<file path="src/rtl/imem_boot_ctrl.sv">
// imem_boot_ctrl
// Boot and arbitration controller for the instruction memory. It streams a
// program from a host loader into the memory, optionally zero-fills the
// unused tail (NOP), then hands the memory read port to the CPU fetch stage.
// The CPU is held in reset whenever it is not running.
//
// Optional feature macro: IMEM_CLEAR_EN (enables the CLEAR tail-fill state).
//
// Ports:
//   clk, reset         : clock, synchronous active-high reset
//   load_req, run_req  : single-cycle command pulses (load wins if both)
//   ld_valid/ld_data/ld_last/ld_ready : loader word stream handshake
//   mem_we/mem_addr/mem_wdata/mem_rdata : instruction memory port
//   cpu_pc/cpu_halt/cpu_instr/cpu_rst   : CPU fetch interface and reset
//   prog_len           : words written by the last load (1..2^ADDR_W)
//   done               : sticky, set when the CPU retires HALT
module imem_boot_ctrl #(
  parameter int ADDR_W = 8,
  parameter int DATA_W = 16
) (
  input  logic              clk,
  input  logic              reset,
  input  logic              load_req,
  input  logic              run_req,
  input  logic              ld_valid,
  input  logic [DATA_W-1:0] ld_data,
  input  logic              ld_last,
  output logic              ld_ready,
  output logic              mem_we,
  output logic [ADDR_W-1:0] mem_addr,
  output logic [DATA_W-1:0] mem_wdata,
  input  logic [DATA_W-1:0] mem_rdata,
  input  logic [ADDR_W-1:0] cpu_pc,
  input  logic              cpu_halt,
  output logic [DATA_W-1:0] cpu_instr,
  output logic              cpu_rst,
  output logic [ADDR_W:0]   prog_len,
  output logic              done
);

  typedef enum logic [2:0] {
    IDLE   = 3'd0,
    LOAD   = 3'd1,
    CLEAR  = 3'd2,
    RUN    = 3'd3,
    HALTED = 3'd4
  } state_t;

  localparam logic [ADDR_W-1:0] ADDR_MAX = {ADDR_W{1'b1}};
  localparam logic [ADDR_W-1:0] ADDR_ONE = {{(ADDR_W-1){1'b0}}, 1'b1};
  localparam logic [ADDR_W:0]   LEN_MAX  = {1'b1, {ADDR_W{1'b0}}};
  localparam logic [ADDR_W:0]   LEN_ONE  = {{ADDR_W{1'b0}}, 1'b1};

  state_t            state_r, state_s;
  logic [ADDR_W-1:0] waddr_r, waddr_s;
  logic [ADDR_W:0]   prog_len_s;
  logic              done_s;

  // Next-state, datapath updates and combinational memory/CPU port decode
  always_comb begin
    state_s    = state_r;
    waddr_s    = waddr_r;
    prog_len_s = prog_len;
    done_s     = done;
    ld_ready   = 1'b0;
    mem_we     = 1'b0;
    mem_addr   = waddr_r;
    mem_wdata  = {DATA_W{1'b0}};
    cpu_instr  = {DATA_W{1'b0}};

    case (state_r)
      IDLE: begin
        if (load_req) begin
          state_s    = LOAD;
          waddr_s    = {ADDR_W{1'b0}};
          prog_len_s = {(ADDR_W+1){1'b0}};
        end else if (run_req) begin
          state_s = RUN;
        end else begin
          state_s = IDLE;
        end
      end

      LOAD: begin
        ld_ready = 1'b1;
        if (ld_valid) begin
          mem_we    = 1'b1;
          mem_wdata = ld_data;
          waddr_s   = waddr_r + ADDR_ONE;
          if (prog_len == LEN_MAX) begin
            prog_len_s = prog_len;
          end else begin
            prog_len_s = prog_len + LEN_ONE;
          end
          // Writing the top address implies the last beat, so waddr only
          // wraps to 0 on an exit.
          if (ld_last || (waddr_r == ADDR_MAX)) begin
`ifdef IMEM_CLEAR_EN
            if (waddr_r != ADDR_MAX) begin
              state_s = CLEAR;
            end else begin
              state_s = RUN;
            end
`else
            state_s = RUN;
`endif
          end else begin
            state_s = LOAD;
          end
        end else begin
          state_s = LOAD;
        end
      end

      CLEAR: begin
        mem_we  = 1'b1;
        waddr_s = waddr_r + ADDR_ONE;
        if (waddr_r == ADDR_MAX) begin
          state_s = RUN;
        end else begin
          state_s = CLEAR;
        end
      end

      RUN: begin
        mem_addr  = cpu_pc;
        cpu_instr = mem_rdata;
        if (cpu_halt) begin
          state_s = HALTED;
          done_s  = 1'b1;
        end else begin
          state_s = RUN;
        end
      end

      HALTED: begin
        if (load_req) begin
          state_s    = LOAD;
          waddr_s    = {ADDR_W{1'b0}};
          prog_len_s = {(ADDR_W+1){1'b0}};
          done_s     = 1'b0;
        end else if (run_req) begin
          // CPU restarts from PC 0 because it leaves reset.
          state_s = RUN;
          done_s  = 1'b0;
        end else begin
          state_s = HALTED;
        end
      end

      default: begin
        state_s = IDLE;
      end
    endcase
  end

  // State and registered outputs; cpu_rst follows the next state so it is
  // low exactly during RUN cycles.
  always_ff @(posedge clk) begin
    if (reset) begin
      state_r  <= IDLE;
      waddr_r  <= {ADDR_W{1'b0}};
      prog_len <= {(ADDR_W+1){1'b0}};
      done     <= 1'b0;
      cpu_rst  <= 1'b1;
    end else begin
      state_r  <= state_s;
      waddr_r  <= waddr_s;
      prog_len <= prog_len_s;
      done     <= done_s;
      cpu_rst  <= (state_s != RUN);
    end
  end

endmodule

</file>
<file path="config.mk">
export PLATFORM = sky130hd
export DESIGN_NAME = imem_boot_ctrl
export DESIGN_NICKNAME = d
export VERILOG_FILES = /design/src/rtl/imem_boot_ctrl.sv
export SDC_FILE = /design/constraint.sdc
export NUM_CORES = 1
export LEC_CHECK = 0
export ABC_CLOCK_PERIOD_IN_PS = 1700
export BUFFER_PORTS_ARGS = -buffer_cell sky130_fd_sc_hd__buf_2
export CORE_UTILIZATION = 35
export DETAILED_ROUTE_END_ITERATION = 8
export PLACE_DENSITY_LB_ADDON = 0.2
export SYNTH_ARGS = -nofsm -noshare
export SYNTH_HDL_FRONTEND = slang
export SYNTH_SLANG_ARGS = --single-unit
</file>
<file path="constraint.sdc">
create_clock -name clk -period 1.7 [get_ports clk]
set_input_delay 0.085 -clock clk [delete_from_list [all_inputs] [get_ports clk]]
set_output_delay 0.085 -clock clk [all_outputs]
set_load 0.02 [all_outputs]
</file>
# Word level (Yosys, flattened, before mapping)
# Index checks and enable logic that the tools add are counted.
# W data, S select, Z words.
classes:
  n_addsub: 2
  mux: 27
  reduce_logical: 9
  eq_ne: 12
ops:
  columns: ["op", "n"]
  rows:
  - ["$mux W16", 3]
  - ["$mux W9", 3]
  - ["$mux W8", 3]
  - ["$pmux W8 S3", 1]
  - ["$pmux W9 S2", 1]
  - ["$pmux W3 S5", 1]
  - ["$mux W3", 4]
  - ["$add A9 B1 Y9 const B", 1]
  - ["$eq A9 B9 Y1 const B", 1]
  - ["$add A8 B1 Y8 const B", 1]
  - ["$eq A8 B8 Y1 const B", 1]
  - ["$eq A3 B2 Y1 const B", 2]
  - ["$mux W1", 6]
  - ["$mux W2", 3]
  - ["$ne A2 B2 Y1 const B", 3]
  - ["$reduce_and A3 Y1", 2]
  - ["$pmux W1 S2", 2]
  - ["$reduce_and A4 Y1", 1]
  - ["$reduce_bool A2 Y1", 2]
  - ["$eq A3 B1 Y1 const B", 1]
  - ["$eq A3 B3 Y1 const B", 1]
  - ["$logic_not A3 Y1", 1]
  - ["$ne A3 B2 Y1 const B", 1]
  - ["$ne A3 B3 Y1 const B", 1]
  - ["4 further kinds", 4]
word_totals:
  inputBits: 47
  wordCells: 55
  reg_bits: 22
  output_inout_bits: 53

# Longest topological paths before layout
# Gate-level depths: netlist of the first run.
logic_depth:
  depth_word: 6
  ltp_mapped: 7

# Least setup slack after synthesis of the first run
# No wires, ideal clock.
synth_timing:
  path_type: "register to register"
  from: "register prog_len[0]"
  to: "register prog_len[1]"
  period_less_slack_ns: 1.603
  path_buffers: 0
  stages_incl_launch_ff: 7
  setup_time_ns: 0.070
  arrival_ns: 1.533
  slack_ns: 0.097
  cell_sequence: "dfxtp_1 -> inv_1 -> ha_1 -> nor4bb_1 -> a21oi_1 -> or3_1 -> a21oi_1"
synth_via:
  elab_chain_len: 4
  word_cells_on_any_way: 7
synth_rtl:
  columns: ["element", "line", "text"]
  rows:
  - ["start, declared", "37", "output logic [ADDR_W:0] prog_len,"]
  - ["start signal, assigned", "163", "prog_len <= {(ADDR_W+1){1'b0}};"]
  - ["start signal, assigned", "169", "prog_len <= prog_len_s;"]
  - ["$add A9 B1 Y9", "93", "prog_len_s = prog_len + LEN_ONE;"]
  - ["$mux W9", "90", "if (prog_len == LEN_MAX) begin"]
  - ["$mux W9", "86", "if (ld_valid) begin"]
  - ["$pmux W9 S2", "71", "case (state_r)"]
# Several ways; a longest one is shown, not always the timed one. The select of a mux whose other input is x is not followed.
# A chain may end at the register's enable or synchronous reset.

# Worst setup path after layout of the first run
layout_timing:
  from: "register state_r[2]"
  to: "output port mem_addr[2]"
layout_via:
  elab_chain_len: 2
layout_rtl:
  columns: ["element", "line", "text"]
  rows:
  - ["start, declared", "54", "state_t state_r, state_s;"]
  - ["start signal, assigned", "167", "state_r <= state_s;"]
  - ["$eq A3 B2 Y1", "71", null]
  - ["$mux W8", "71", null]
  - ["end, declared", "30", "output logic [ADDR_W-1:0] mem_addr,"]
# No other way between the ends.

==> key figures, run 1 <==
Setup path
  • Critical path capture point type: output port
  • Kind of critical path: flop to output port
  • Reg-to-Reg End: waddr_r[3]
  • CP required: 1620 ps
  • R2r startpoint: state_r[2]
  • R2R Setup Slk: 150 ps
  • Critical Path Start: state_r[2]
  • Cell count of the worst reg-to-reg path: 5
  • Critical path launch point type: flop
  • Crit path DAT: 1550 ps
  • Critical path fanouts, max: 25

Clock network
  • H-tree levels: 1
  • CTS tree: done
  • CTS root buffer: clkbuf_8
  • CTS Buffer Depth: 2
  • CTS Hold Bufs: 0
  • Number of CTS-inserted buffers: 3
  • Clk Latency, worst-skew pair: 260 ps
  • Total clock sinks: 22
  • Clock Pin Slew Worst Setup and Hold Paths: 80 ps

Route
  • Post-route ant nets: 0
  • DRT Wirelength: 3600 um
  • Post-DR wirelength/cell: 11.0 um
  • Routed via count: 1562
  • DR pass1 iterations: 6
  • Vias per cell: 4.79
  • First DRT Iteration DRCs: 61
  • Detailed-route DRC error count: 0

Logic synthesis
  • Synth warn: 0
  • Post-Synth Simple-Gate Area: 38.9%
  • Combinational family with the most area after synthesis: simple AND/OR/NAND/NOR gates
  • Seq cells post-synth: 22
  • Distinct cells, synth: 41
  • Post-synth EDFFs: 0
  • Post-Syn Area: 1450 um^2
  • Synth Area per Inst: 8.36 um^2
  • Synth Flop Type: dfxtp_1
  • Register area share after synthesis: 30.3%
  • Multiplexer share of the synthesized area: 6.88%
  • Post-Syn Instances: 174
  • Xor/xnor share of the synthesized area: 6.02%
  • Ys async rst share: 0%
  • Synth Net Count: 224
  • Adder-cell area share of the yosys netlist: 2.58%
  • Compound-gate portion of the synthesized area: 9.98%

Floorplanning
  • Starting density of the core: 36.3%
  • Die W: 66.5 um
  • Core area: 4000 um^2
  • Row count: 23
  • Die area: 4420 um^2
  • Die height: 66.5 um
  • IO Count: 100

Finish
  • Final #Nets: 327
  • Final Util: 53.0%
  • Most common cell after layout, fill and taps aside: buf_2
  • Layout cells sized above 1: 49.3%
  • Commonest cells after routing, fill and taps aside: buf_2, and2_1, dfxtp_1
  • Ant. Diodes: 0
  • Area growth from synthesis to layout: 45.9%

Run
  • Max cap viols: 0

STA
  • Worst-Margin Slew: 376 ps
  • Setup_tns: 0 ps
  • Finish-stage setup viols: 0
  • Post-layout min period: 1630 ps
  • Tcrit/Tclk final: 96.1%
  • Slew margin rel.: 74.8%
  • Hold Vio Cnt, Final: 0
  • Slew Limit Fails: 0
  • Worst Skew: 2.81 ps
  • Setup ws final: 65.7 ps
  • Fmax achieved: 612 MHz

Power and ir drop
  • Design Power: 1.30 mW
  • Pwr/cell area: 615 nW/um^2
  • Max IR drop VDD: 0.321 mV
  • Lkg Pwr: 1.05 nW

Place
  • Port Buf Inserts: 99
  • HPWL Detailed: 2880 um
  • Final GP Congestion: 0.798
  • Setup slack after placement: 61.0 ps

Global routing
  • Initial antenna violation count: 0
  • Pin count of the biggest net entering global routing: 26
  • First-pass GRT wire length: 5490 um
  • Vias in the first global route: 1279
  • Remaining global-route overflow: 0
  • Total Routing Usage GR: 16.0%

Min path
  • Hold EP: state_r[2]
  • WHS Path Cells: 2
  • Hold_sp: reset
  • Min-delay worst type: primary input to flop

Status
  • Outcome: finished, final reports clean
## timing repair
item | in CTS | in global routing
pin swaps | 0 | 1
buffers inserted | 0 | 1
setup endpoints to repair | 25 | 27
resized for setup | 3 | 8
## power breakdown
| group | switching [mW] | total [mW] | leakage (nW) | internal [mW] |
|---|---|---|---|---|
| sequential | 0.0239 | 0.556 | 0.180 | 0.532 |
| combinational | 0.200 | 0.374 | 0.844 | 0.174 |
| clock | 0.167 | 0.374 | 0.0288 | 0.206 |
| total | 0.391 | 1.30 | 1.05 | 0.912 |
## per-stage QoR
stage	cell area, um^2	cells	hold slack (ps)
floorplan	1450	174	244
global placement	2030	321	377
detailed placement	2030	321	371
CTS	2080	325	81.0
global route	2120	326	83.7
finish	2120	326	92.4
## worst max-delay path, cell delays in order (launching register included)
cell and delay (ps):
dfxtp_2 370, inv_2 90, and3_4 190, buf_12 150, mux2_2 330, buf_2 160
## synthesized netlist by cell type (5+ instances only)
cell / count / area share, %
inv_1: 5 / 1.3
o21ai_0: 6 / 2.1
and2_1: 32 / 14
xnor2_1: 6 / 3.6
nand3_1: 7 / 2.4
nand2_1: 9 / 2.3
nor2_1: 12 / 3.1
a21oi_1: 9 / 3.1
mux2_2: 8 / 6.2
dfxtp_1: 22 / 30
## kinds of logic (layout without fill, tap and decap cells)
logic type      Yosys count  in the layout
mux                       9              9
compound gates           24             24
simple gates             91             91
xor+xnor                 10             10
flops                    22             22
fa+ha+maj                 3              3
buf+inv                  15            117
## metal layers
layer / up-vias / global-route usage, % / part of all wire (%)
met5: - / 0 / 0
li1: 806 / - / -
met4: 0 / 4.79 / 1.0
met1: 688 / 19.2 / 43
met3: 4 / 3.60 / 6.7
met2: 64 / 28.2 / 49
## state kept, by name, summed over array words and instances, names as in the netlist
name and flops:
cpu_rst 1, done 1, prog_len 9, state_r 3, waddr_r 8
## layout make-up
cell class | count | area (um^2)
Inverter | 5 | 18.8
Clock buffer | 4 | 55.1
Timing Repair Buffer | 108 | 579
Tap cell | 50 | 62.6
Multi-Input combinational cell | 137 | 956
Sequential cell | 22 | 449
Fill cell | 393 | 1880
## worst max-delay path by stage
stage	endpoint	slack, ps	cells past startpoint
5_1_grt	mem_addr[1]	-6	5
2_1_floorplan	prog_len[1]	100	6
4_1_cts	mem_addr[2]	9	4
3_3_place_gp	prog_len[1]	50	6
6_report	mem_addr[2]	70	5
3_5_place_dp	prog_len[1]	60	6
Power figures use the tool's default switching activity.
==> run 2: changes to the inputs <==
- CORE_MARGIN: default -> 4
==> run 2 against run 1 <==
Cell count down 0.61%. Sequential power about the same. Critical path depth unchanged. Worst setup slack gained 2.9 ps. Register-to-register slack improved by 50 ps. Critical endpoint unchanged. Largest cell class unchanged.
==> key figures, run 2 (synthesis gave the netlist of run 1 again) <==
Status
  • Outcome: finished, final reports clean

STA
  • Slew Limit Fails: 0
  • Worst Skew: 1.72 ps
  • Setup ws final: 68.5 ps
  • Tcrit/Tclk final: 96.0%
  • Setup_tns: 0 ps
  • Hold slack final: 99.5 ps
  • Finish-stage setup viols: 0
  • Worst-Margin Slew: 351 ps
  • Fmax achieved: 613 MHz
  • Post-layout min period: 1630 ps
  • Slew margin rel.: 76.5%
  • Hold Vio Cnt, Final: 0

Finish
  • Area growth from synthesis to layout: 44.8%
  • Commonest cells after routing, fill and taps aside: buf_2, and2_1, dfxtp_1
  • Number of flip-flops in the largest register: 9
  • Layout Cell Area excl Fill: 2110 um^2
  • Layout cells sized above 1: 48.5%
  • Biggest register: prog_len
  • Final #Nets: 325
  • Final Util: 52.6%
  • Cell Count, Final, Fillers Out: 324
  • Most common cell after layout, fill and taps aside: buf_2
  • Ant. Diodes: 0
  • Top flop regs: prog_len: 9 flops, waddr_r: 8 flops, state_r: 3 flops

Min path
  • WHS Path Cells: 2
  • Hold_sp: reset
  • Min-delay worst type: primary input to flop
  • Hold EP: state_r[2]

Setup path
  • R2R Setup Slk: 200 ps
  • Critical path fanouts, max: 25
  • CP cell instances: inv_2 > and3_4 > buf_12 > mux2_2 > buf_2
  • Reg-to-Reg End: waddr_r[4]
  • CP max stage cell: dfxtp_2
  • R2r startpoint: state_r[0]
  • Cell count of the worst reg-to-reg path: 5
  • Worst stage delay on the critical path: 370 ps
  • Critical path capture point type: output port
  • Kind of critical path: flop to output port
  • Critical Path Start: state_r[2]
  • Critical path launch point type: flop
  • Crit path DAT: 1550 ps
  • CP required: 1620 ps

Floorplanning
  • Die height: 72.5 um
  • Die W: 72.5 um
  • IO Count: 100
  • Starting density of the core: 36.3%
  • Row count: 23
  • Core area: 4000 um^2
  • Die area: 5250 um^2

Power and ir drop
  • Max IR drop VDD: 0.276 mV
  • Design Power: 1.30 mW
  • Lkg Pwr: 1.04 nW
  • Pwr/cell area: 617 nW/um^2

Route
  • Vias per cell: 4.76
  • First DRT Iteration DRCs: 42
  • Post-DR wirelength/cell: 11.8 um
  • DRT Wirelength: 3840 um
  • Post-route ant nets: 0
  • DR pass1 iterations: 4
  • Detailed-route DRC error count: 0
  • Routed via count: 1542

Run
  • Max cap viols: 0

Place
  • Post-DP Area: 2020 um^2
  • Port Buf Inserts: 99
  • Final GP Congestion: 0.750
  • Placed cell count: 320
  • HPWL Detailed: 3100 um
  • Setup slack after placement: 31.2 ps

Clock network
  • Total clock sinks: 22
  • Clock Pin Slew Worst Setup and Hold Paths: 80 ps
  • CTS root buffer: clkbuf_8
  • H-tree levels: 1
  • CTS tree: done
  • Number of CTS-inserted buffers: 3
  • Clk Latency, worst-skew pair: 260 ps
  • CTS Buffer Depth: 2

Global routing
  • Pin count of the biggest net entering global routing: 26
  • Total Routing Usage GR: 14.1%
  • Remaining global-route overflow: 0
  • Vias in the first global route: 1337
  • First-pass GRT wire length: 6020 um
  • Initial antenna violation count: 0
## run 2: final cells by class
type,count,area (um^2)
Clock buffer,4,55.1
Fill cell,378,1890
Inverter,5,18.8
Multi-Input combinational cell,137,956
Sequential cell,22,449
Tap cell,50,62.6
Timing Repair Buffer,106,564
## run 2: layer usage
metal,GRT usage [%],vias up,share of wire (%)
li1,-,802,-
met1,18.8,675,44
met2,23.2,61,49
met3,1.94,4,6.5
met4,4.92,0,1.1
met5,0,-,0
## run 2: repair_timing
item / in CTS / in global routing
buffers inserted: 0 / 0
hold buffers: 0 / 0
gates resized for setup: 3 / 7
pin swaps: 0 / 1
setup endpoints to repair: 24 / 26
cloned: 0 / 0
## run 2: critical path: cells and delay by family (launching register included)
family,cells,cell delay [ps]
flip-flops,1,370
AND/OR/NAND/NOR,1,190
buffers and inverters,3,400
multiplexers,1,330
## run 2: how the worst max path moves through the flow
stage / to / slack (ps) / cells past startpoint
6_report: mem_addr[2] / 70 / 5
5_1_grt: mem_addr[3] / -10 / 5
4_1_cts: prog_len[1] / 3 / 6
3_5_place_dp: prog_len[1] / 30 / 6
3_3_place_gp: prog_len[1] / 50 / 6
2_1_floorplan: prog_len[1] / 100 / 6
## run 2: power by group
group	switching (mW)	internal [mW]	leakage (nW)
Combinational	0.197	0.169	0.833
Sequential	0.0263	0.532	0.180
Clock	0.169	0.206	0.0288
